===== src/rtl/bank_scan_if.sv =====
// Beat bus from the bank scan controller to the cell-state BRAMs.
// Carries centre write strobe/address, neighbour reads and debug coordinates.
interface bank_scan_if #(
  parameter int ADDR_WIDTH = 4
);
  logic                    out_valid;
  logic                    out_ready;
  logic [8:0]              write_enable;
  logic [ADDR_WIDTH-1:0]   write_addr;
  logic [8:0]              read_enable;
  logic [9*ADDR_WIDTH-1:0] read_addr;
  logic [15:0]             cell_x;
  logic [15:0]             cell_y;

  modport master (
    output out_valid, write_enable, write_addr,
    output read_enable, read_addr, cell_x, cell_y,
    input  out_ready
  );

  modport slave (
    input  out_valid, write_enable, write_addr,
    input  read_enable, read_addr, cell_x, cell_y,
    output out_ready
  );
endinterface


===== src/rtl/bank_scan_controller.sv =====
// Raster scan of a 9-bank life grid with valid/ready beats and generation count.
// Define CONWAY_TORUS_EN for toroidal edge wrapping; default is bounded edges.
module bank_scan_controller #(
  parameter int WIDTH_BLOCKS  = 2,
  parameter int HEIGHT_BLOCKS = 2,
  parameter int ADDR_WIDTH    = 4,
  parameter int GEN_WIDTH     = 16
) (
  input  logic                 clk,
  input  logic                 reset,
  input  logic                 start,
  output logic                 busy,
  output logic                 done,
  output logic [GEN_WIDTH-1:0] generation,
  bank_scan_if.master          bus
);

  localparam int AW = ADDR_WIDTH;
  localparam logic [AW-1:0] WB       = AW'(WIDTH_BLOCKS);
  localparam logic [AW-1:0] XB_LAST  = AW'(WIDTH_BLOCKS - 1);
  localparam logic [AW-1:0] LAST_ROW =
    AW'((HEIGHT_BLOCKS - 1) * WIDTH_BLOCKS);
  localparam logic [AW-1:0] A_ONE    = AW'(1);

`ifdef CONWAY_TORUS_EN
  localparam logic TORUS = 1'b1;
`else
  localparam logic TORUS = 1'b0;
`endif

  typedef enum logic [1:0] {IDLE, SCAN, DONE} state_t;

  state_t                state_q, state_d;
  logic [1:0]            xp_q, xp_d, yp_q, yp_d;
  logic [AW-1:0]         xb_q, xb_d, rb_q, rb_d;
  logic [15:0]           cx_q, cx_d, cy_q, cy_d;
  logic                  valid_q, valid_d;
  logic                  done_q, done_d;
  logic                  busy_q, busy_d;
  logic [GEN_WIDTH-1:0]  gen_q, gen_d;
  logic [8:0]            we_q, we_d, re_q, re_d;
  logic [AW-1:0]         wa_q, wa_d;
  logic [9*AW-1:0]       ra_q, ra_d;

  logic                  accept, last_x, last_y;
  logic [1:0]            xp_inc, yp_inc;
  logic [3:0]            bank_idx;
  logic [AW-1:0]         col_blk [3];
  logic                  col_ok  [3];
  logic [AW-1:0]         row_off [3];
  logic                  row_ok  [3];

  assign accept = valid_q & bus.out_ready;
  assign last_x = (xp_q == 2'd2) && (xb_q == XB_LAST);
  assign last_y = (yp_q == 2'd2) && (rb_q == LAST_ROW);

  always_comb begin
    state_d = state_q;
    xp_d    = xp_q;
    yp_d    = yp_q;
    xb_d    = xb_q;
    rb_d    = rb_q;
    cx_d    = cx_q;
    cy_d    = cy_q;
    valid_d = valid_q;
    done_d  = 1'b0;
    gen_d   = gen_q;
    unique case (state_q)
      IDLE: begin
        if (start) begin
          state_d = SCAN;
          valid_d = 1'b1;
          xp_d = '0; yp_d = '0; xb_d = '0; rb_d = '0;
          cx_d = '0; cy_d = '0;
        end
      end
      SCAN: begin
        if (accept) begin
          if (last_x && last_y) begin
            state_d = DONE;
            valid_d = 1'b0;
            done_d  = 1'b1;
            gen_d   = gen_q + 1'b1;
            xp_d = '0; yp_d = '0; xb_d = '0; rb_d = '0;
            cx_d = '0; cy_d = '0;
          end else if (last_x) begin
            xp_d = '0; xb_d = '0; cx_d = '0;
            cy_d = cy_q + 16'd1;
            if (yp_q == 2'd2) begin
              yp_d = '0;
              rb_d = rb_q + WB;
            end else begin
              yp_d = yp_q + 2'd1;
            end
          end else begin
            cx_d = cx_q + 16'd1;
            if (xp_q == 2'd2) begin
              xp_d = '0;
              xb_d = xb_q + A_ONE;
            end else begin
              xp_d = xp_q + 2'd1;
            end
          end
        end
      end
      DONE:    state_d = IDLE;
      default: state_d = IDLE;
    endcase
    busy_d = (state_d != IDLE);
  end

  // Each bank column/row sees exactly one of the three neighbours.
  assign xp_inc = (xp_d == 2'd2) ? 2'd0 : xp_d + 2'd1;
  assign yp_inc = (yp_d == 2'd2) ? 2'd0 : yp_d + 2'd1;

  always_comb begin
    for (int i = 0; i < 3; i++) begin
      col_blk[i] = xb_d;
      col_ok[i]  = 1'b1;
      if (2'(i) == xp_d) begin
        col_blk[i] = xb_d;
      end else if (2'(i) == xp_inc) begin
        if (xp_d == 2'd2) begin
          if (xb_d == XB_LAST) begin
            col_blk[i] = '0;
            col_ok[i]  = TORUS;
          end else begin
            col_blk[i] = xb_d + A_ONE;
          end
        end
      end else if (xp_d == 2'd0) begin
        if (xb_d == '0) begin
          col_blk[i] = XB_LAST;
          col_ok[i]  = TORUS;
        end else begin
          col_blk[i] = xb_d - A_ONE;
        end
      end
    end
  end

  always_comb begin
    for (int i = 0; i < 3; i++) begin
      row_off[i] = rb_d;
      row_ok[i]  = 1'b1;
      if (2'(i) == yp_d) begin
        row_off[i] = rb_d;
      end else if (2'(i) == yp_inc) begin
        if (yp_d == 2'd2) begin
          if (rb_d == LAST_ROW) begin
            row_off[i] = '0;
            row_ok[i]  = TORUS;
          end else begin
            row_off[i] = rb_d + WB;
          end
        end
      end else if (yp_d == 2'd0) begin
        if (rb_d == '0) begin
          row_off[i] = LAST_ROW;
          row_ok[i]  = TORUS;
        end else begin
          row_off[i] = rb_d - WB;
        end
      end
    end
  end

  assign bank_idx = {1'b0, yp_d, 1'b0} + {2'b00, yp_d}
                  + {2'b00, xp_d};

  always_comb begin
    we_d = '0;
    wa_d = '0;
    re_d = '0;
    ra_d = '0;
    if (valid_d) begin
      we_d = 9'(1) << bank_idx;
      wa_d = rb_d + xb_d;
      for (int by = 0; by < 3; by++) begin
        for (int bx = 0; bx < 3; bx++) begin
          if (row_ok[by] && col_ok[bx]) begin
            re_d[by*3+bx] = 1'b1;
            ra_d[(by*3+bx)*AW +: AW] = row_off[by] + col_blk[bx];
          end
        end
      end
    end
  end

  always_ff @(posedge clk or posedge reset) begin
    if (reset) begin
      state_q <= IDLE;
      xp_q    <= '0;
      yp_q    <= '0;
      xb_q    <= '0;
      rb_q    <= '0;
      cx_q    <= '0;
      cy_q    <= '0;
      valid_q <= 1'b0;
      done_q  <= 1'b0;
      busy_q  <= 1'b0;
      gen_q   <= '0;
      we_q    <= '0;
      wa_q    <= '0;
      re_q    <= '0;
      ra_q    <= '0;
    end else begin
      state_q <= state_d;
      xp_q    <= xp_d;
      yp_q    <= yp_d;
      xb_q    <= xb_d;
      rb_q    <= rb_d;
      cx_q    <= cx_d;
      cy_q    <= cy_d;
      valid_q <= valid_d;
      done_q  <= done_d;
      busy_q  <= busy_d;
      gen_q   <= gen_d;
      we_q    <= we_d;
      wa_q    <= wa_d;
      re_q    <= re_d;
      ra_q    <= ra_d;
    end
  end

  assign busy             = busy_q;
  assign done             = done_q;
  assign generation       = gen_q;
  assign bus.out_valid    = valid_q;
  assign bus.write_enable = we_q;
  assign bus.write_addr   = wa_q;
  assign bus.read_enable  = re_q;
  assign bus.read_addr    = ra_q;
  assign bus.cell_x       = cx_q;
  assign bus.cell_y       = cy_q;

endmodule

===== src/flat_wrapper.sv =====
// flat-port wrapper written by rule: the top's interface ports become plain ports
module bank_scan_controller_flat 
#(
  parameter int WIDTH_BLOCKS  = 2,
  parameter int HEIGHT_BLOCKS = 2,
  parameter int ADDR_WIDTH    = 4,
  parameter int GEN_WIDTH     = 16
)
  (clk, reset, start, busy, done, generation, bus_out_valid, bus_write_enable, bus_write_addr, bus_read_enable, bus_read_addr, bus_cell_x, bus_cell_y, bus_out_ready);
  bank_scan_if #(.ADDR_WIDTH(ADDR_WIDTH)) bus_i ();
  input  logic clk;
  input  logic reset;
  input  logic start;
  output logic busy;
  output logic done;
  output logic [GEN_WIDTH-1:0] generation;
  output wire logic [$bits(bus_i.out_valid)-1:0] bus_out_valid;
  output wire logic [$bits(bus_i.write_enable)-1:0] bus_write_enable;
  output wire logic [$bits(bus_i.write_addr)-1:0] bus_write_addr;
  output wire logic [$bits(bus_i.read_enable)-1:0] bus_read_enable;
  output wire logic [$bits(bus_i.read_addr)-1:0] bus_read_addr;
  output wire logic [$bits(bus_i.cell_x)-1:0] bus_cell_x;
  output wire logic [$bits(bus_i.cell_y)-1:0] bus_cell_y;
  input wire logic [$bits(bus_i.out_ready)-1:0] bus_out_ready;
  assign bus_out_valid = bus_i.out_valid;
  assign bus_write_enable = bus_i.write_enable;
  assign bus_write_addr = bus_i.write_addr;
  assign bus_read_enable = bus_i.read_enable;
  assign bus_read_addr = bus_i.read_addr;
  assign bus_cell_x = bus_i.cell_x;
  assign bus_cell_y = bus_i.cell_y;
  assign bus_i.out_ready = bus_out_ready;
  bank_scan_controller #(.WIDTH_BLOCKS(WIDTH_BLOCKS), .HEIGHT_BLOCKS(HEIGHT_BLOCKS), .ADDR_WIDTH(ADDR_WIDTH), .GEN_WIDTH(GEN_WIDTH)) u_core (.clk(clk), .reset(reset), .start(start), .busy(busy), .done(done), .generation(generation), .bus(bus_i));
endmodule

===== config.mk =====
export PLATFORM = sky130hd
export DESIGN_NAME = bank_scan_controller_flat
export DESIGN_NICKNAME = d
export VERILOG_FILES = /design/src/rtl/bank_scan_if.sv /design/src/rtl/bank_scan_controller.sv /design/src/flat_wrapper.sv
export SDC_FILE = /design/constraint.sdc
export NUM_CORES = 1
export LEC_CHECK = 0
export ABC_AREA = 1
export CAP_MARGIN = 20
export CORE_MARGIN = 8
export CORE_UTILIZATION = 55
export CTS_BUF_LIST = sky130_fd_sc_hd__clkbuf_4
export CTS_CLUSTER_SIZE = 30
export DETAILED_ROUTE_END_ITERATION = 12
export MAX_ROUTING_LAYER = met4
export PLACE_DENSITY = 0.85
export SYNTH_ARGS = -nofsm -noshare
export SYNTH_HDL_FRONTEND = slang
export SYNTH_SLANG_ARGS = --single-unit
export TNS_END_PERCENT = 20

===== constraint.sdc =====
create_clock -name clk -period 12.56 [get_ports clk]
set_input_delay 2.512 -clock clk [delete_from_list [all_inputs] [get_ports clk]]
set_output_delay 2.512 -clock clk [all_outputs]
set_load 0.02 [all_outputs]

# [Word level (Yosys, flattened, before mapping)]
# Index checks and enable logic that the tools add are counted.
[word_totals] register_bits=123 latch_bits=0 mem_bits_rw=0 mem_bits_ro=0 in_bits=4 out_inout_bits=109 wordCells=194 memories=0
[op_classes] addsub=25 multipliers=0 div_mod_pow=0 n_lt_le_gt_ge=0 n_eq_ne=20 shift=1 n_mux=108 bitwise_logic=1 n_reduce_logical=24
[op_table] cell="$mux 4" n=40
[op_table] cell="$mux 16" n=7
[op_table] cell="$pmux 16 s2" n=2
[op_table] cell="$add 16x1->16 const B" n=3
[op_table] cell="$add 4x4->4" n=10
[op_table] cell="$mux 36" n=1
[op_table] cell="$mux 1" n=35
[op_table] cell="$mux 2" n=15
[op_table] cell="$mux 9" n=2
[op_table] cell="$pmux 4 s2" n=2
[op_table] cell="$logic_and 1x1->1" n=12
[op_table] cell="$pmux 2 s2" n=3
[op_table] cell="$logic_not 2->1" n=5
[op_table] cell="$shl 1x4->9 const A" n=1
[op_table] cell="$add 2x1->2 const B" n=4
[op_table] cell="$add 4x1->4 const B" n=2
[op_table] cell="$add 4x2->4 const B" n=2
[op_table] cell="$eq 1x2->1 const A" n=4
[op_table] cell="$eq 2x2->1 const A" n=4
[op_table] cell="$eq 2x2->1 const B" n=4
[op_table] cell="$eq 4x1->1 const B" n=2
[op_table] cell="$eq 4x2->1 const B" n=2
[op_table] cell="$logic_not 4->1" n=2
[op_table] cell="$reduce_and 3->1" n=2
[op_table] cell="12 further kinds" n=13

# [Longest topological paths before layout]
[depth] word_depth=14 depth_mapped=28 depth_no_buf=27

# [Worst setup path before layout]
# Ideal clock, no wire load.
[synth_timing] path_type="in2reg" startpoint="input port bus_out_ready" endpoint="register u_core.ra_q[11] (netlist: u_core.bus.read_addr[11])" setup_time_ps=78 t_arrival_ps=5792 setup_slack_ps=6691 path_stages=20 path_cell_list="nand2_4 > nor2_8 > nand2_4 > o21ai_0 > o21ai_0 > o22ai_1 > inv_1 > ha_1 > nor2_1 > nand2_1 > nor2_1 > xor2_1 > inv_1 > ha_1 > nand2_1 > nor2_1 > a211oi_1 > xor2_1 > nand2_1 > a21oi_1"
[synth_between] elab_chain_len=11 word_cells_on_any_way=52 cone_classes="add/sub (6); eq/ne (6); mux (34); bitwise (1); reduce/logical (5)"
[synth_lines] item="start: declaration" line="flat_wrapper.sv:24" rtl="input wire logic [$bits(bus_i.out_ready)-1:0] bus_out_ready;"
[synth_lines] item="$and 1x1->1 (*)" line="bank_scan_controller.sv:53" rtl="assign accept = valid_q & bus.out_ready;"
[synth_lines] item="$mux 2 (*)" line="bank_scan_controller.sv:78" rtl="if (accept) begin"
[synth_lines] item="$pmux 2 s2 (*)" line="bank_scan_controller.sv:68" rtl="unique case (state_q)"
[synth_lines] item="via u_core.yp_d[0]" line="bank_scan_controller.sv:34" rtl="logic [1:0] xp_q, xp_d, yp_q, yp_d;"
[synth_lines] item="$add 2x1->2 / $eq 2x2->1 (equally long branches)" line="bank_scan_controller.sv:114, bank_scan_controller.sv:149"
[synth_lines] item="$mux 2" line="bank_scan_controller.sv:114" rtl="assign yp_inc = (yp_d == 2'd2) ? 2'd0 : yp_d + 2'd1;"
[synth_lines] item="$logic_not 2->1" line="bank_scan_controller.sv:148" rtl="end else if (2'(i) == yp_inc) begin"
[synth_lines] item="$mux 4 / $mux 1 (equally long branches)" line="bank_scan_controller.sv:148"
[synth_lines] item="$mux 4 / $mux 1 (equally long branches)" line="bank_scan_controller.sv:146" rtl="if (2'(i) == yp_d) begin"
[synth_lines] item="$add 4x4->4 / $logic_and 1x1->1 (equally long branches)" line="bank_scan_controller.sv:183, bank_scan_controller.sv:181"
[synth_lines] item="$mux 4 (*)" line="bank_scan_controller.sv:181" rtl="if (row_ok[by] && col_ok[bx]) begin"
[synth_lines] item="$mux 36 (*)" line="bank_scan_controller.sv:176" rtl="if (valid_d) begin"
[synth_lines] item="via u_core.ra_d[11]" line="bank_scan_controller.sv:43" rtl="logic [9*AW-1:0] ra_q, ra_d;"
[synth_lines] item="end signal: assignment" line="bank_scan_controller.sv:222" rtl="ra_q <= ra_d;"
[synth_lines] item="end: declaration" line="bank_scan_controller.sv:43"
# The timed path passes the listed nets; every way through them passes the cells marked *.
# A chain may end at the register's enable or synchronous reset.

# [Worst setup path after layout]
[layout_timing] startpoint="input port bus_out_ready" endpoint="register u_core.ra_q[27] (netlist: u_core.bus.read_addr[27])"
[layout_between] elab_chain_len=11 word_cells_on_any_way=52 cone_classes="add/sub (6); eq/ne (6); mux (34); bitwise (1); reduce/logical (5)"
[layout_lines] item="$and 1x1->1 (*)" line="bank_scan_controller.sv:53"
[layout_lines] item="$mux 2 (*)" line="bank_scan_controller.sv:78"
[layout_lines] item="$pmux 2 s2 (*)" line="bank_scan_controller.sv:68"
[layout_lines] item="via u_core.yp_d[1]" line="bank_scan_controller.sv:34"
[layout_lines] item="$add 2x1->2 / $eq 2x2->1 (equally long branches)" line="bank_scan_controller.sv:114, bank_scan_controller.sv:146, bank_scan_controller.sv:149"
[layout_lines] item="$mux 2" line="bank_scan_controller.sv:114"
[layout_lines] item="$eq 2x2->1" line="bank_scan_controller.sv:148"
[layout_lines] item="$mux 4 / $mux 1 (equally long branches)" line="bank_scan_controller.sv:148"
[layout_lines] item="$mux 4 / $mux 1 (equally long branches)" line="bank_scan_controller.sv:146"
[layout_lines] item="$add 4x4->4 / $logic_and 1x1->1 (equally long branches)" line="bank_scan_controller.sv:183, bank_scan_controller.sv:181"
[layout_lines] item="$mux 4 (*)" line="bank_scan_controller.sv:181"
[layout_lines] item="$mux 36 (*)" line="bank_scan_controller.sv:176"
[layout_lines] item="via u_core.ra_d[27]" line="bank_scan_controller.sv:43"
# Marks and branches as above.

==> impl_metrics.yaml <==
status:
  outcome: "finished clean"
global_routing:
  grt-ovfl-total: 0
  antenna_found_initial: 1
  grt_max_degree: 77
  grt_pass1_vias: 5716
  grt_pass1_wl_um: 27000
  globalRouteTotalUtil: 0.210
timing:
  rsz0062_at_grt: "no"
  drv_slew: 0
  finalHoldViolations: 0
  finalSetupTns_ns: 0
  worst_slack_ns: 5.97
  finalCriticalPeriod_ns: 6.59
  fmax_mhz: 152
  post-route-period-util: 0.525
  setup_viol: 0
  relSlewSlack: 0.357
  skew_ns: 0.0186
  finalHoldWorstSlack_ns: 0.480
  worstMarginPinSlew_ns: 0.965
synth:
  yosys.area_share.simple: 0.260
  synth-edff-count: 0
  syn_inst: 827
  synth_cell_types: 44
  synthMuxAreaShare: 0
  yosysSeqAreaShare: 0.426
  ys.flop_type: "dfrtp_1"
  synth_warnings: 0
  avgSynthCellArea_um2: 8.73
  synth_nets: 887
  ys_ff_latch: 123
  synth_top_family_by_area: "simple AND/OR/NAND/NOR gates"
  async_flop_share: 1.00
  synth_fa_ha_area_frac: 0.110
  synth_compound_area_frac: 0.0730
  syn_area_mm2: 0.00722
  synth-xor-area-share: 0.0498
worst_setup_path:
  crit_type: "input port to register"
  crit_path_end_kind: "register"
  path_common_cell: "nand2_1"
  path_cells: "clkdlybuf4s50_1 -> nand2_4 -> nand2_1 -> nand2_4 -> nor2_4 -> inv_1 -> o22ai_1 -> inv_1 -> ha_1 -> o21ai_0 -> nand2_1 -> nand3_1 -> o21ai_0 -> a21oi_1 -> ha_1 -> nand2_1 -> nand2_1 -> a31oi_1 -> inv_1 -> nand3_1 -> nand2_1 -> inv_1 -> nand2_1 -> a21oi_1"
  cp.arrival_ns: 7.05
  critical-path-slowest-cell: "clkdlybuf4s50_1"
  cp.required_ns: 13.02
  worstSetupStartpointType: "input port"
  slowest_delay_ns: 0.52
  critPathMaxFanout: 16
power_and_ir_drop:
  powerDensity_mw_per_mm2: 236
  p_leak_nw: 4.34
  power.total_w: 0.00206
  ir_drop_mv: 0.160
min_path:
  hold_class: "register to register"
clock_tree:
  cts_made_buffers: 17
  cts_tree: "built"
  post_cts_buffers: 0
  htreeDepth: 4
  ctsResizeCount: 0
  cts_sinks: 123
  clock_latency_ns: 0.54
  clock_tree.root_cell: "clkbuf_4"
  clk_pin_slew_ns: 0.09
  clockBufferDepth: 2
  postCtsHoldBufs: 0
place:
  post-place-ws_ns: 5.52
  place_area_mm2: 0.00854
  port_buffers: 112
  dp_hpwl_um: 12700
  gp_congestion: 0.931
final_layout:
  final_common_cell: "inv_1"
  final_cell_mix: "133 x inv_1, 131 x nand2_1, 123 x dfrtp_1"
  syn2layout_area_growth_pct: 21.3
  nets: 1014
  drive_gt1_frac: 0.122
  final_area_mm2: 0.00875
detailed_routing:
  wl_per_cell_um: 14.6
  drtIter0Drc: 430
  drtAntennaViolNets: 0
  firstDrtPassIters: 6
  drc: 0
  detail_route.vias_per_cell: 5.14
  via_count: 5853
  drt_wl_total_um: 16600
floorplan:
  ioPinCount: 113
  chipWidth_um: 131
  dieHeight_um: 131
  start_util: 0.554
  rows: 42
  core-area_mm2: 0.0130
  die_area_mm2: 0.0170
flow_run:
  cap_violations: 0
Yosys cell counts, types with 2 or more instances:
master    instances  share of area
fa_1             12          0.033
a31oi_1           9         0.0078
nand3_2           9          0.012
xnor2_1           9          0.011
nor3b_1           2         0.0021
o21ai_0          24          0.017
inv_2            13         0.0068
or2_2             2         0.0017
nor2_4           10          0.016
o22ai_1           2         0.0017
a21oi_1          31          0.021
a211oi_1          8         0.0083
nor3_2            3         0.0042
nor2_2           10         0.0087
nor3_1            8         0.0055
nand2_2          17          0.015
inv_1           134          0.070
nand3b_1          2         0.0021
ha_1             44          0.076
buf_2             2         0.0014
nor2_1           99          0.051
nor2_8            2         0.0055
xor2_1           32          0.039
a21oi_2           3         0.0036
nand3_1          46          0.032
a21oi_4           2         0.0045
nand4_1           5         0.0043
clkbuf_1          2         0.0010
nor4_1            4         0.0035
dfrtp_1         123           0.43
nand2_4          15          0.023
nand2_1         131          0.068
power breakdown:
group          internal (W)  leakage (nW)  switching, W
Sequential         0.000509          1.49     0.0000509
Clock             0.0000991         0.126      0.000133
Combinational      0.000504          2.73      0.000765
Total               0.00111          4.34      0.000950
area by class of cell:
| type | count | area, um2 |
|---|---|---|
| Inverter | 148 | 559 |
| Fill cell | 1117 | 4280 |
| Clock inverter | 6 | 52.6 |
| Antenna cell | 1 | 2.50 |
| Multi-Input combinational cell | 551 | 3550 |
| Sequential cell | 123 | 3080 |
| Tap cell | 176 | 220 |
| Timing Repair Buffer | 113 | 1130 |
| Clock buffer | 21 | 158 |
critical path, delay by kind of cell:
kind	cells	cell delay [ns]
AOI/OAI and AO/OA	6	1.48
and+or+nand+nor	11	1.20
buffers and inverters	5	1.16
adders and majority gates	2	0.67
flip-flops by register name (all words and copies together), names as in the netlist:
signal / flops
u_core.bus.read_addr: 36
u_core.bus.cell_x: 16
u_core.bus.cell_y: 16
u_core.generation: 16
u_core.bus.read_enable: 9
u_core.bus.write_enable: 9
u_core.bus.write_addr: 4
u_core.rb_q: 4
u_core.xb_q: 4
u_core.state_q: 2
u_core.xp_q: 2
u_core.yp_q: 2
u_core.bus.out_valid: 1
u_core.busy: 1
u_core.done: 1
cell families (layout without fill, tap and decap cells):
group | after synthesis | count (layout)
DFF | 123 | 123
AOI/OAI and AO/OA | 87 | 87
adders and majority gates | 56 | 56
xor gates and xnor gates | 41 | 41
other | 0 | 1
buffers and inverters | 153 | 288
and+or+nand+nor | 367 | 367
worst paths after layout:
kind                                        from                         end  slack, ns  cells after the start
max in group asynchronous                  reset  u_core.bus.write_enable[7]       8.81                      3
hold / removal             u_core.generation[15]       u_core.generation[15]       0.48                      1
hold reg to reg            u_core.generation[15]       u_core.generation[15]       0.48                      1
setup / recovery                   bus_out_ready    u_core.bus.read_addr[27]       5.97                     24
setup reg to reg               u_core.state_q[1]    u_core.bus.read_addr[27]       7.58                     24
min in group asynchronous                  reset        u_core.generation[2]       2.37                      2
per-layer routing:
| metal | part of all wire | GRT usage |
|---|---|---|
| met1 | 0.46 | 0.262 |
| met2 | 0.48 | 0.333 |
| met3 | 0.048 | 0.0422 |
| met4 | 0.015 | 0.0736 |
| met5 | 0 | - |
through the flow:
stage,cells,utilization
final,1139,0.672
after global routing,1139,0.672
after floorplan,827,-
after global placement,1111,0.655
after CTS,1138,0.671
after detailed placement,1111,0.655
Note: power is estimated with default switching activity, not from simulation.
